[src/rtl/register_file_param.sv]
// register_file_param
//
// Parameterised register file with two registered read ports, one
// combinational debug read port and one byte-masked write port.
// After reset the array is swept once, one entry per clock, writing the
// init value (SP_RESET into entry SP_INDEX, zero elsewhere). Writes are
// refused while the sweep runs, and each refusal is flagged with a
// one-cycle write_dropped pulse.
//
// Ports:
//   clock              rising-edge clock
//   reset              synchronous active-high reset
//   read_address_1/2   read port addresses (data_out_1/2 one cycle later)
//   write_address      write address
//   write_data_in      write data
//   write_enable       write strobe
//   write_byte_enable  per-byte write mask (bit b covers data bits 8b+7:8b)
//   read_address_debug debug read address
//   data_out_1/2       registered read data, same-cycle write bypassed
//   data_out_debug     combinational read of the array (0 while sweeping)
//   ready              1 once the initialisation sweep has finished
//   write_dropped      one-cycle pulse after a write refused during the sweep

module register_file_param #(
    parameter int          DATA_WIDTH = 32,
    parameter int          ADDR_WIDTH = 5,
    parameter int          SP_INDEX   = 29,
    parameter logic [31:0] SP_RESET   = 32'h000000FC,
    parameter int          ZERO_REG   = 1
) (
    input  logic                    clock,
    input  logic                    reset,
    input  logic [ADDR_WIDTH-1:0]   read_address_1,
    input  logic [ADDR_WIDTH-1:0]   read_address_2,
    input  logic [ADDR_WIDTH-1:0]   write_address,
    input  logic [DATA_WIDTH-1:0]   write_data_in,
    input  logic                    write_enable,
    input  logic [DATA_WIDTH/8-1:0] write_byte_enable,
    input  logic [ADDR_WIDTH-1:0]   read_address_debug,
    output logic [DATA_WIDTH-1:0]   data_out_1,
    output logic [DATA_WIDTH-1:0]   data_out_2,
    output logic [DATA_WIDTH-1:0]   data_out_debug,
    output logic                    ready,
    output logic                    write_dropped
);

    localparam int                    DEPTH     = 2 ** ADDR_WIDTH;
    localparam int                    NBYTES    = DATA_WIDTH / 8;
    localparam bit                    HARD_ZERO = (ZERO_REG != 0);
    localparam logic [ADDR_WIDTH-1:0] SP_ADDR   = ADDR_WIDTH'(SP_INDEX);
    localparam logic [ADDR_WIDTH-1:0] LAST_PTR  = '1;
    localparam logic [DATA_WIDTH-1:0] SP_INIT   = DATA_WIDTH'(SP_RESET);

    typedef enum logic {
        CLEAR,
        READY
    } state_t;

    state_t                  state;
    state_t                  next_state;
    logic [ADDR_WIDTH-1:0]   ptr;
    logic [ADDR_WIDTH-1:0]   next_ptr;

    logic [DATA_WIDTH-1:0]   mem [DEPTH];

    logic                    is_ready;
    logic                    write_commit;
    logic [DATA_WIDTH-1:0]   merged;
    logic [DATA_WIDTH-1:0]   init_value;
    logic [DATA_WIDTH-1:0]   read_value_1;
    logic [DATA_WIDTH-1:0]   read_value_2;

    // State and sweep pointer registers.
    always_ff @(posedge clock) begin
        if (reset) begin
            state <= CLEAR;
            ptr   <= '0;
        end else begin
            state <= next_state;
            ptr   <= next_ptr;
        end
    end

    // Sweep one entry per clock; leave CLEAR on the edge that writes the
    // last entry, so ready rises exactly DEPTH edges after reset drops.
    always_comb begin
        next_state = state;
        next_ptr   = ptr;
        case (state)
            CLEAR: begin
                next_ptr = ptr + ADDR_WIDTH'(1);
                if (ptr == LAST_PTR) begin
                    next_state = READY;
                end
            end
            READY: begin
                next_state = READY;
            end
            default: begin
                next_state = CLEAR;
            end
        endcase
    end

    assign is_ready = (state == READY);
    assign ready    = is_ready;

    // Byte-merged write value and the decision whether it really lands.
    // Writes to a hardwired zero entry are silently discarded.
    always_comb begin
        merged = mem[write_address];
        for (int b = 0; b < NBYTES; b++) begin
            if (write_byte_enable[b]) begin
                merged[b*8 +: 8] = write_data_in[b*8 +: 8];
            end
        end
        write_commit = is_ready && write_enable
                       && !(HARD_ZERO && (write_address == '0));
        init_value   = (ptr == SP_ADDR) ? SP_INIT : '0;
    end

    // Read values with same-cycle write bypass; the zero entry always
    // reads as zero. The debug port sees only the array itself.
    always_comb begin
        read_value_1 = mem[read_address_1];
        if (write_commit && (read_address_1 == write_address)) begin
            read_value_1 = merged;
        end
        if (HARD_ZERO && (read_address_1 == '0)) begin
            read_value_1 = '0;
        end

        read_value_2 = mem[read_address_2];
        if (write_commit && (read_address_2 == write_address)) begin
            read_value_2 = merged;
        end
        if (HARD_ZERO && (read_address_2 == '0)) begin
            read_value_2 = '0;
        end

        data_out_debug = '0;
        if (is_ready && !(HARD_ZERO && (read_address_debug == '0))) begin
            data_out_debug = mem[read_address_debug];
        end
    end

    // Array storage: the sweep owns the array in CLEAR, the write port in
    // READY. Nothing is written on a reset edge.
    always_ff @(posedge clock) begin
        if (!reset) begin
            if (state == CLEAR) begin
                mem[ptr] <= init_value;
            end else if (write_commit) begin
                mem[write_address] <= merged;
            end
        end
    end

    // Registered read ports and the dropped-write flag. An all-zero byte
    // mask is a no-op, so it never counts as a refused write.
    always_ff @(posedge clock) begin
        if (reset) begin
            data_out_1    <= '0;
            data_out_2    <= '0;
            write_dropped <= 1'b0;
        end else begin
            write_dropped <= !is_ready && write_enable && (|write_byte_enable);
            if (is_ready) begin
                data_out_1 <= read_value_1;
                data_out_2 <= read_value_2;
            end else begin
                data_out_1 <= '0;
                data_out_2 <= '0;
            end
        end
    end

endmodule
[config.mk]
export PLATFORM = sky130hd
export DESIGN_NAME = register_file_param
export DESIGN_NICKNAME = d
export VERILOG_FILES = /design/src/rtl/register_file_param.sv
export SDC_FILE = /design/constraint.sdc
export NUM_CORES = 2
export LEC_CHECK = 0
export ABC_CLOCK_PERIOD_IN_PS = 9120
export BUFFER_PORTS_ARGS = -buffer_cell sky130_fd_sc_hd__buf_2
export CORE_MARGIN = 10
export CORE_UTILIZATION = 45
export DETAILED_ROUTE_END_ITERATION = 10
export MAX_ROUTING_LAYER = met4
export PLACE_DENSITY = 0.73
export REMOVE_ABC_BUFFERS = 1
export SYNTH_ARGS = -nofsm -noshare
export SYNTH_HDL_FRONTEND = slang
export SYNTH_SLANG_ARGS = --single-unit
[constraint.sdc]
create_clock -name clock -period 9.12 [get_ports clock]
set_input_delay 0.456 -clock clock [delete_from_list [all_inputs] [get_ports clock]]
set_output_delay 0.456 -clock clock [all_outputs]
set_load 0.05 [all_outputs]
== Yosys cells after proc, flatten, opt, wreduce, memory -nomap -nowiden ==
Memories as Yosys holds them, arrays and structs flattened. A register that Yosys moved wholly into a read port is not among the register bits.
Index checks and enable logic that the tools add are counted.

* Register bits after elaboration: 7
* Memory bits (writable): 1024
* Logic and storage cells: 42
* Memories: 1

* Add/sub/neg operators: 1
* Equality and inequality tests: 2
* Mux-type cells: 18
* Bitwise operators: 1
* Reductions and logical operators: 16

{| class="wikitable"
|+ Memories
! memory !! words !! bits a word !! read ports !! clocked after memory_dff !! wr ports !! RTL line !! source
|-
| mem || 32 || 32 || 4 || 2 || 1 || 64 || <nowiki>logic [DATA_WIDTH-1:0] mem [DEPTH];</nowiki>
|}

{| class="wikitable"
|+ Operators with widths
! cell !! number
|-
| 2-to-1 mux 32 bit || 2
|-
| 2-to-1 mux 8 bit || 5
|-
| OR reduction 32 bit || 1
|-
| logical NOT 5 bit || 4
|-
| == test 5 bit (second input constant) || 2
|-
| 2-to-1 mux 1 bit || 9
|-
| OR reduction 3 bit || 2
|-
| adder 5 x 1 -> 5 bit (second input constant) || 1
|-
| logical AND 1 bit || 5
|-
| 2-to-1 mux 5 bit || 1
|-
| OR reduction 4 bit || 1
|-
| logical NOT 1 bit || 3
|-
| one-hot mux 1 bit (2 select lines) || 1
|-
| inverter 1 bit || 1
|}

== Depth between registers and ports, before layout ==
* Word-level depth: 9
* Depth in mapped cells: 12

== Least setup slack after synthesis ==
No wires, ideal clock.

* Path type: reg-to-reg
* Start point: reg state (netlist: ready)
* End point: mem mem[0][27] (data pin)
* Setup time: 0.607 ns
* Data arrival time: 3.866 ns
* Setup slack: 4.648 ns
* Cell stages (with the launch flop): 7
* Clock period less this slack: 4.472 ns
* Cells stage by stage: dfxtp_1 -> buf_2 -> and3b_1 -> buf_2 -> o21ai_2 -> buf_2 -> a2111oi_1

* Longest elaborated chain between the ends: 8

{| class="wikitable"
|+ Ends and longest elaborated chain
! item !! RTL line !! source
|-
| start, declared || 59 || <nowiki>state_t state;</nowiki>
|-
| start signal, assigned || 79 || <nowiki>state <= next_state;</nowiki>
|-
| logical AND 1 bit || 117 || <nowiki>write_commit = is_ready && write_enable</nowiki>
|-
| logical AND 1 bit || 118 || <nowiki>&& !(HARD_ZERO && (write_address == '0));</nowiki>
|-
| 2-to-1 mux 1 bit || 153 || <nowiki>end else if (write_commit) begin</nowiki>
|-
| 2-to-1 mux 1 bit (*) || 151 || <nowiki>if (state == CLEAR) begin</nowiki>
|-
| 2-to-1 mux 1 bit (*) || 150 || <nowiki>if (!reset) begin</nowiki>
|-
| 2-to-1 mux 1 bit (implied by the code) (*) || 154 || <nowiki>mem[write_address] <= merged;</nowiki>
|-
| OR reduction 32 bit (no line) (*) || -- ||
|-
| 2-to-1 mux 32 bit (no line) (*) || -- ||
|-
| end, declared || 64 ||
|}

Mark *: on every way between the ends. The rest lies on a longest branch, timed or not.

== Final worst setup path ==
* Start point: in read_address_debug[2]
* End point: out data_out_debug[21]

* Longest elaborated chain between the ends: 4
* Elaborated cells on any way between the ends: 5
* Classes of those cells: 1 x mux; 3 x reduce/logical; 1 x memory

{| class="wikitable"
|+ Ends and longest elaborated chain
! item !! RTL line !! source
|-
| start, declared || 39 || <nowiki>input logic [ADDR_WIDTH-1:0] read_address_debug,</nowiki>
|-
| parallel branches: the longest is 3 deep, another holds memory read (32 x 32 bit) || -- ||
|-
| 2-to-1 mux 32 bit (*) || 142 || <nowiki>if (is_ready && !(HARD_ZERO && (read_address_debug == '0))) begin</nowiki>
|-
| end, declared || 42 || <nowiki>output logic [DATA_WIDTH-1:0] data_out_debug,</nowiki>
|}

Mark *: on every way between the ends.

==> flow_summary.toml <==
[run_status]
status = "completed"

[critical_path]
cpPeakStageDelay_ps = 1050
crit_path_end_kind = "output port"
startpoint_type = "input port"
crit_required_ps = 8660
crit_type = "in -> out"
crit_chain = "buf_4 > nand2b_4 > buf_4 > o221ai_1 > a21oi_1 > nor3_1 > a21oi_1 > nor2_1 > buf_2"
ff2ff_path_depth = 8
cp.arrival_ps = 4350
critPathSlowestCell = "nand2b_4"
worst-path-max-fanout = 71

[clocking]
postCtsSetupBuffers = 0
clock_sinks = 1095
cts_buffer_depth = 3
h-tree-depth = 3
clock-root-buffer = "clkbuf_16"
numCtsBuffers = 117
clock_latency_ps = 760
hold_buffers = 0
cts_resized = 0
path_clk_slew_ps = 60
cts_tree = "built"

[sta]
rsz0062_at_grt = "no"
worst_pin_slew_ps = 1431
setup_viol = 0
fin_tns_setup_ps = 0
relSlewSlack = 0.04571
worst_clock_skew_ps = 41.98
fin_crit_ps = 4802
hold_violations = 0
timing.fmax_mhz = 208.2
drv_slew = 0
fin_crit_sh = 0.5266

[place]
place_hpwl_um = 143800
gp_congestion = 0.9266
portBuffers = 156

[finish]
fill_cells = 11710
finish.utilization = 0.5037
fin_nets = 4083
syn_to_final_growth_pct = 10.91
drive_gt1_frac = 0.3834

[synthesis]
synthTopCellsByArea = "edfxtp_1 46%, mux4_2 30%, mux2i_1 7.3%"
synth_area_leader_cell = "edfxtp_1"
synth_edf_count = 1024
synth_area_per_cell_um2 = 16.72
yosysSeqAreaShare = 0.4786
syn_area_um2 = 67220
ys_ff_latch = 1095
synth_flop_cell = "edfxtp_1"
synthDistinctLibCells = 69
ys_async_sr_fraction = 0
synth_top_area_frac = 0.4575
postSynthCellCount = 4019
ys_warn_count = 0

[detailed_routing]
vias = 48250
antenna_violating_nets_post_route = 0
first_pass_iters = 6
wl_um = 256700
detail_route.iter0.violations = 8084
vias_per_cell = 7.944
drc = 0
wl_per_cell_um = 42.26

[floorplan]
dieHeight_um = 406.5
start_util = 0.4541
die_area_um2 = 165200
rows = 141
pin_count = 157
dieWidth_um = 406.5
core-area_um2 = 148000

[worst_hold_path]
worstHoldPathCells = 2
hp-class = "in -> reg"

[flow_run]
maxCapViolCount = 0

[power]
ir_drop_mv = 0.1793
total_leakage_power_nw = 25.06
power_density_nw_per_um2 = 161.0

[grt]
grt_pass1_vias = 47170
grt_pass1_wl_um = 358400
grt_start_max_net_pins = 121
grt-ovfl-total = 0
grt_util_all_layers = 0.3140
grt_antenna_before_repair = 9
[sequential cells by signal, indices dropped and copies added (netlist names)]
signal and cells:
data_out_1 32, data_out_2 32, mem 1024, ptr 5
ready 1, write_dropped 1
[path summary, 6_finish.rpt]
path / from / end / slack, ps
worst max-delay path: read_address_debug[2] / data_out_debug[21] / 4320
worst min-delay path: reset / ptr[0]$_SDFFE_PP0N_ / 70
worst max register to register: ready$_SDFF_PP0_ / data_out_2[12]$_SDFF_PP0_ / 4770
worst min register to register: ptr[4]$_SDFFE_PP0N_ / ptr[4]$_SDFFE_PP0N_ / 610
[logic make-up after synthesis]
kind of cell / Yosys count / synth area share
AO/OA/AOI/OAI: 716 / 0.07987
XOR/XNOR: 3 / 0.0003910
adder cells (fa/ha/maj): 3 / 0.0005585
buffers and inverters: 489 / 0.03406
flip-flops: 1095 / 0.4786
multiplexers: 1465 / 0.3888
AND/OR/NAND/NOR: 248 / 0.01768
[layout by cell type (no fill, tap or decap), types with 7 or more instances in the layout]
master / instances
mux2_2: 68
buf_12: 8
o21ai_0: 24
buf_2: 139
mux4_2: 910
clkinv_2: 20
a22o_1: 28
buf_4: 149
clkbuf_8: 16
a2111oi_4: 25
nor2b_1: 27
a2111oi_0: 48
bufinv_16: 17
nor2_1: 77
nor3_1: 37
clkinv_4: 7
o22ai_1: 148
o211ai_1: 10
nor2_4: 33
a211oi_1: 73
clkbuf_1: 17
diode_2: 18
clkinvlp_4: 13
clkinv_1: 9
nand2_1: 30
o221ai_1: 143
clkbuf_16: 120
inv_1: 61
a21oi_1: 122
a31oi_1: 36
a221oi_1: 22
edfxtp_1: 1024
dfxtp_1: 71
a22oi_1: 8
mux2i_1: 487
inv_6: 8
[cell usage after synthesis, drive strengths merged (68+ instances only)]
cell     number
mux2         68
o221ai      143
mux4        910
buf         222
a2111oi      80
a21oi       123
dfxtp        71
edfxtp     1024
o22ai       148
clkbuf      201
nor2        110
a211oi       74
mux2i       487
[through the flow]
step           std cells  power [mW]  setup slack (ps)  cell area [um^2]  hold slack (ps)
3_3_place_gp        5832       6.891              4417             70370            580.3
3_5_place_dp        5832       6.898              4300             70370            583.4
5_1_grt             6067       12.22              4504             74530            82.85
2_1_floorplan       3596       6.202              3208             65180            528.4
6_report            6074       12.01              4318             74550            74.98
4_1_cts             6056       11.94              4626             74510            32.83
[report_power, final]
group	internal [mW]	switching, mW	total, mW
Sequential	5.44	0.0263	5.47
Clock	3.01	2.14	5.15
Combinational	0.519	0.865	1.38
Total	8.97	3.03	12.0
[per-layer routing]
| layer | GRT usage | up-vias | part of all wire |
|---|---|---|---|
| li1 | - | 17770 | - |
| met1 | 0.3792 | 24250 | 0.32 |
| met2 | 0.4375 | 5060 | 0.43 |
| met3 | 0.1332 | 1171 | 0.18 |
| met4 | 0.1859 | 0 | 0.074 |
| met5 | - | - | 0 |
[critical path, delay by kind of cell]
kind,cells,cell delay (ps)
simple gates,3,1300
buf+inv,3,1440
compound gates,3,1050
[layout make-up]
cell class,instances,area [um^2],share of cell area
diodes,18,45.04,0.0006042
clock buffers,151,3259,0.04372
clock inverters,73,877.1,0.01177
inverters,66,255.2,0.003424
multi-input cells,2435,33410,0.4482
flip-flops and latches,1095,32170,0.4315
well taps,1930,2415,0.03239
repair buffers,306,2115,0.02836
Note: power is estimated with default switching activity, not from simulation.
